**src/rtl/motor_pkg.sv**
```systemverilog
// Shared types and constants for the multi-channel motor PWM driver.
package motor_pkg;

  // Per-channel ramp/reversal state.
  typedef enum logic [1:0] {
    CH_RUN   = 2'd0,
    CH_DECEL = 2'd1,
    CH_FLIP  = 2'd2
  } ch_state_e;

  // 100 MHz clock / 25 kHz PWM.
  localparam int PWM_PERIOD_25K = 4000;
  localparam int DEF_DUTY_W     = 10;
  localparam int DEF_RAMP_STEP  = 8;

  // Compare threshold for a duty value: (period * duty) >> duty_w.
  // The product always fits in CNT_W+DUTY_W bits because period < 2^CNT_W;
  // the wider intermediate only avoids any overflow for odd parameter sets.
  function automatic logic [63:0] duty_to_cmp(input int unsigned period,
                                              input int unsigned duty,
                                              input int unsigned duty_w);
    logic [63:0] prod;
    prod = 64'(period) * 64'(duty);
    return prod >> duty_w;
  endfunction

endpackage

```
**src/rtl/motor_pwm_channel.sv**
```systemverilog
// One motor channel: slew-limited duty ramp, safe direction reversal,
// per-period latched compare value and registered PWM output.
module motor_pwm_channel
  import motor_pkg::*;
#(
  parameter int DUTY_W    = DEF_DUTY_W,
  parameter int CNT_W     = 12,
  parameter int PERIOD    = PWM_PERIOD_25K,
  parameter int RAMP_STEP = DEF_RAMP_STEP
) (
  input  logic              clk,
  input  logic              reset,
  input  logic              estop,
  input  logic              period_tick,
  input  logic [CNT_W-1:0]  cnt,
  input  logic [DUTY_W-1:0] tgt_duty,
  input  logic              tgt_dir,
  output logic              pwm,
  output logic              dir,
  output logic              at_target
);

  localparam int DUTY_MAX = (1 << DUTY_W) - 1;
  localparam logic [DUTY_W-1:0] STEP =
    DUTY_W'((RAMP_STEP > DUTY_MAX) ? DUTY_MAX : RAMP_STEP);

  ch_state_e         state, state_next;
  logic [DUTY_W-1:0] duty, duty_next;
  logic              dir_next;
  logic [CNT_W-1:0]  cmp, cmp_next;

  // Distances toward the target; each is only used in the branch where it
  // cannot underflow, so steps never overshoot or wrap.
  logic [DUTY_W-1:0] up_diff, dn_diff, up_step, dn_tgt_step, dn_zero_step;
  assign up_diff      = tgt_duty - duty;
  assign dn_diff      = duty - tgt_duty;
  assign up_step      = (up_diff > STEP) ? STEP : up_diff;
  assign dn_tgt_step  = (dn_diff > STEP) ? STEP : dn_diff;
  assign dn_zero_step = (duty > STEP) ? STEP : duty;

  // Next ramp state, applied only on period_tick.
  always_comb begin
    state_next = state;
    duty_next  = duty;
    dir_next   = dir;
    unique case (state)
      CH_RUN: begin
        if (tgt_dir != dir) begin
          // Reversal requested: start braking in this same tick.
          state_next = CH_DECEL;
          duty_next  = duty - dn_zero_step;
        end else if (tgt_duty > duty) begin
          duty_next = duty + up_step;
        end else begin
          duty_next = duty - dn_tgt_step;
        end
      end
      CH_DECEL: begin
        if (tgt_dir == dir)  state_next = CH_RUN;
        else if (duty == '0) state_next = CH_FLIP;
        else                 duty_next  = duty - dn_zero_step;
      end
      CH_FLIP: begin
        // Duty already held at zero for a full period; now swap direction.
        dir_next   = tgt_dir;
        state_next = CH_RUN;
      end
      default: state_next = CH_RUN;
    endcase
  end

  assign cmp_next  = CNT_W'(duty_to_cmp(PERIOD, 32'(duty_next), DUTY_W));
  assign at_target = (duty == tgt_duty) && (dir == tgt_dir);

  // Ramp state, compare latch and PWM output; estop zeroes drive but keeps dir.
  always_ff @(posedge clk or posedge reset) begin
    if (reset) begin
      state <= CH_RUN;
      duty  <= '0;
      dir   <= 1'b0;
      cmp   <= '0;
      pwm   <= 1'b0;
    end else if (estop) begin
      state <= CH_RUN;
      duty  <= '0;
      cmp   <= '0;
      pwm   <= 1'b0;
    end else begin
      if (period_tick) begin
        state <= state_next;
        duty  <= duty_next;
        dir   <= dir_next;
        cmp   <= cmp_next;
      end
      pwm <= (cnt < cmp);
    end
  end

endmodule

```
**src/rtl/motor_pwm_multi.sv**
```systemverilog
// N-channel motor PWM driver: shared period counter, command decode into
// per-channel target registers, and one ramping channel per motor.
module motor_pwm_multi
  import motor_pkg::*;
#(
  parameter int N_CH      = 2,
  parameter int DUTY_W    = DEF_DUTY_W,
  parameter int CNT_W     = 12,
  parameter int PERIOD    = PWM_PERIOD_25K,
  parameter int RAMP_STEP = DEF_RAMP_STEP
) (
  input  logic                                    clk,
  input  logic                                    reset,
  input  logic                                    cmd_valid,
  output logic                                    cmd_ready,
  input  logic [((N_CH > 1) ? $clog2(N_CH) : 1)-1:0] cmd_ch,
  input  logic [DUTY_W-1:0]                       cmd_duty,
  input  logic                                    cmd_dir,
  input  logic                                    estop,
  output logic [N_CH-1:0]                         pwm,
  output logic [N_CH-1:0]                         dir,
  output logic [N_CH-1:0]                         at_target,
  output logic                                    period_tick
);

  localparam int CH_W = (N_CH > 1) ? $clog2(N_CH) : 1;

  logic [CNT_W-1:0]             cnt;
  logic [N_CH-1:0][DUTY_W-1:0]  tgt_duty;
  logic [N_CH-1:0]              tgt_dir;
  logic                         accept;

  assign period_tick = (cnt == CNT_W'(PERIOD - 1));
  assign accept      = cmd_valid && cmd_ready;

  // Free-running period counter; estop does not disturb it.
  always_ff @(posedge clk or posedge reset) begin
    if (reset)            cnt <= '0;
    else if (period_tick) cnt <= '0;
    else                  cnt <= cnt + 1'b1;
  end

  // Ready follows estop with one cycle of lag; low during reset.
  always_ff @(posedge clk or posedge reset) begin
    if (reset) cmd_ready <= 1'b0;
    else       cmd_ready <= !estop;
  end

  // Target registers; out-of-range channel indices are accepted and dropped.
  always_ff @(posedge clk or posedge reset) begin
    if (reset) begin
      tgt_duty <= '0;
      tgt_dir  <= '0;
    end else begin
      for (int i = 0; i < N_CH; i++) begin
        if (estop) begin
          tgt_duty[i] <= '0;
        end else if (accept && (cmd_ch == CH_W'(i))) begin
          tgt_duty[i] <= cmd_duty;
          tgt_dir[i]  <= cmd_dir;
        end
      end
    end
  end

  for (genvar g = 0; g < N_CH; g++) begin : g_ch
    motor_pwm_channel #(
      .DUTY_W   (DUTY_W),
      .CNT_W    (CNT_W),
      .PERIOD   (PERIOD),
      .RAMP_STEP(RAMP_STEP)
    ) u_ch (
      .clk        (clk),
      .reset      (reset),
      .estop      (estop),
      .period_tick(period_tick),
      .cnt        (cnt),
      .tgt_duty   (tgt_duty[g]),
      .tgt_dir    (tgt_dir[g]),
      .pwm        (pwm[g]),
      .dir        (dir[g]),
      .at_target  (at_target[g])
    );
  end

endmodule
```
**config.mk**
```make
export PLATFORM = sky130hd
export DESIGN_NAME = motor_pwm_multi
export DESIGN_NICKNAME = d
export VERILOG_FILES = /design/src/rtl/motor_pkg.sv /design/src/rtl/motor_pwm_channel.sv /design/src/rtl/motor_pwm_multi.sv
export SDC_FILE = /design/constraint.sdc
export NUM_CORES = 1
export LEC_CHECK = 0
export ABC_AREA = 1
export BUFFER_PORTS_ARGS = -buffer_cell sky130_fd_sc_hd__clkbuf_2
export CAP_MARGIN = 20
export CORE_MARGIN = 5
export CORE_UTILIZATION = 65
export CTS_CLUSTER_DIAMETER = 100
export DETAILED_ROUTE_END_ITERATION = 8
export PLACE_DENSITY = 0.8
export SLEW_MARGIN = 20
export SYNTH_ARGS = -nofsm -noshare
export SYNTH_HDL_FRONTEND = slang
export SYNTH_SLANG_ARGS = --single-unit
```
**constraint.sdc**
```tcl
create_clock -name clk -period 12.48 [get_ports clk]
set_input_delay 2.496 -clock clk [delete_from_list [all_inputs] [get_ports clk]]
set_output_delay 2.496 -clock clk [all_outputs]
set_load 0.02 [all_outputs]
```
==> impl_metrics.yaml <==
setup_path:
  r2r_start: "g_ch[1].u_ch.duty[6]$_DFFE_PP0P_"
  slowest_delay_ns: 0.86
  crit_arrival_ns: 8.91
  required_ns: 12.71
  endpoint_kind: "flip-flop"
  crit_fanout: 9
  worst-setup-path-type: "reg2reg"
  crit_slowest_cell: "a31oi_1"
  startpoint: "g_ch[1].u_ch.duty[6]$_DFFE_PP0P_"
  start_kind: "flip-flop"
floorplanning:
  initial_utilization_pct: 65.7
  fp.dieArea_sq_mm: 0.0208
  core-area_sq_mm: 0.0178
  die_w_um: 144
  boundaryPins: 24
  die_h_um: 144
  rows: 49
placed_design:
  dp.final_hpwl_um: 23600
  io_buffer_count: 23
  place_congestion: 0.948
global_routing:
  grt_max_degree: 66
  grt_pass1_vias: 10371
  grt_overflow: 0
  antenna_found_initial: 0
  track_usage_pct: 29.5
  grt_pass1_wl_um: 49700
final_layout:
  area_growth_pct: 4.70
  final_cell_mix: "nand2_1, inv_1, ha_1"
  diodes: 0
  layout_commonest_cell: "nand2_1"
  fillCellCount: 1493
  fin_nets: 1814
  drive_above_1_share_pct: 8.86
detailed_routing:
  post_drt_via_cell_ratio: 5.81
  drtIter0Drc: 721
  drt_pass1_iterations: 8
  vias: 10502
  drc: 0
  wl_um: 29400
  ant_nets: 0
  post_drt_wl_per_cell_um: 16.2
clocking:
  hold_buffers: 0
  clk_pin_slew_ns: 0.06
  cts_buffers: 9
  cts_root_buf: "clkbuf_16"
  post_cts_buffers: 0
  clkSinkCount: 87
  cts_buffer_depth: 2
  cts_tree: "built"
  cts_htree_levels: 3
  insertion_delay_ns: 0.36
  ctsResizeCount: 0
timing:
  relSlewSlack_pct: 28.9
  report.final.slew_viol_count: 0
  tightest_slew_ns: 1.06
  clock.fmax_ghz: 0.115
  hold-worst-slack_ns: 0.478
  period_share_pct: 69.5
  rsz0062_at_grt: "false"
  fin_crit_ns: 8.67
  setup_viol: 0
  finalHoldViolations: 0
  clock_skew_ns: 0.00943
  fin_setup_tns_ns: 0
yosys:
  syn_area_sq_mm: 0.0117
  yosys_warnings: 0
  synth_edf_count: 0
  async_flop_share_pct: 100
  syn_inst: 1565
  synth-seq-area-share_pct: 18.6
  synth-seq-cells: 87
  yosysUniqueCellTypes: 67
  synth_top_cell_area_share_pct: 18.6
  synthTopCellsByArea: "dfrtp_1, ha_1, fa_1, nand2_1, inv_1"
  synthFlopType: "dfrtp_1"
  yosysTopAreaCell: "dfrtp_1"
  syn_avg_cell_area_sq_um: 7.49
min_path:
  min_from: "g_ch[1].u_ch.cmp[6]$_DFFE_PP0P_"
  min_path_type: "reg2reg"
flow_run:
  cap_violations: 0
outcome:
  status: "finished clean"
-- metal layers --
layer / wire length, um / GRT usage (%) / part of all wire [%]
met5: 0 / 0 / 0
met2: 14100 / 50.4 / 48
met4: 950 / 10.2 / 3.2
met1: 12600 / 38.8 / 43
met3: 1670 / 3.94 / 5.7
-- area by class of cell --
class | count | area, sq um | area share [%]
clock buffers | 12 | 246 | 2.01
clock inverters | 4 | 45.0 | 0.367
repair buffers | 27 | 145 | 1.18
well taps | 229 | 287 | 2.34
flip-flops and latches | 87 | 2180 | 17.7
inverters | 307 | 1150 | 9.40
multi-input cells | 1143 | 8210 | 67.0
-- worst max-delay path: cells and delay by family (launching register included) --
kind	cells	cell delay, ns
XOR/XNOR	1	0.08
AND/OR/NAND/NOR	9	1.11
buffers and inverters	5	0.51
flip-flops	1	0.64
adder cells (fa/ha/maj)	8	3.36
AO/OA/AOI/OAI	11	2.82
-- registers in the layout, indices dropped and copies added (netlist names), 2 cells and up --
signal and flops:
tgt_dir 2, g_ch.u_ch.cmp 24, g_ch.u_ch.dir 2, cnt 12, g_ch.u_ch.duty 20, g_ch.u_ch.state 4
tgt_duty 20, g_ch.u_ch.pwm 2
-- final timing paths --
| path | to | slack [ns] | depth (start not counted) |
|---|---|---|---|
| setup / recovery | g_ch[1].u_ch.cmp[11]$_DFFE_PP0P_ | 3.81 | 34 |
| hold / removal | g_ch[1].u_ch.cmp[6]$_DFFE_PP0P_ | 0.48 | 2 |
| setup reg to reg | g_ch[1].u_ch.cmp[11]$_DFFE_PP0P_ | 3.81 | 34 |
| hold reg to reg | g_ch[1].u_ch.cmp[6]$_DFFE_PP0P_ | 0.48 | 2 |
| max in group asynchronous | g_ch[1].u_ch.cmp[6]$_DFFE_PP0P_ | 9.17 | 3 |
| min in group asynchronous | g_ch[1].u_ch.duty[8]$_DFFE_PP0P_ | 2.10 | 2 |
-- synth_stat cells, types with 15 or more instances --
| cell type | n |
|---|---|
| dfrtp_1 | 87 |
| nand4_1 | 17 |
| o22ai_1 | 37 |
| fa_1 | 64 |
| inv_1 | 290 |
| nor3_1 | 20 |
| nand3_1 | 73 |
| a21oi_1 | 102 |
| nand2_2 | 30 |
| inv_2 | 16 |
| o21ai_1 | 15 |
| nor2_1 | 82 |
| o21ai_0 | 60 |
| ha_1 | 159 |
| xor2_1 | 39 |
| nand2_1 | 293 |
-- kinds of logic (layout without fill, tap and decap cells) --
group | Yosys count | in the layout | synth area share, %
AOI/OAI and AO/OA | 293 | 293 | 15.1
xor gates and xnor gates | 52 | 52 | 4.02
adders and majority gates | 223 | 223 | 27.9
buffers and inverters | 336 | 350 | 11.4
DFF | 87 | 87 | 18.6
muxes | 1 | 1 | 0.0854
other | 1 | 2 | 0.0320
and+or+nand+nor | 572 | 572 | 22.9
-- stage by stage --
stage	utilization [%]	std cells	cell area [sq um]	setup slack [ns]
4_1_cts	68.8	1809	12300	3.83
3_3_place_gp	67.1	1793	12000	3.94
6_report	68.8	1809	12300	3.81
5_1_grt	68.8	1809	12300	3.22
2_1_floorplan	-	1566	11700	4.85
3_5_place_dp	67.1	1793	12000	3.90
Power is not shown: default switching activity piles up to over one toggle a cycle in this logic, so the estimate is an artifact.
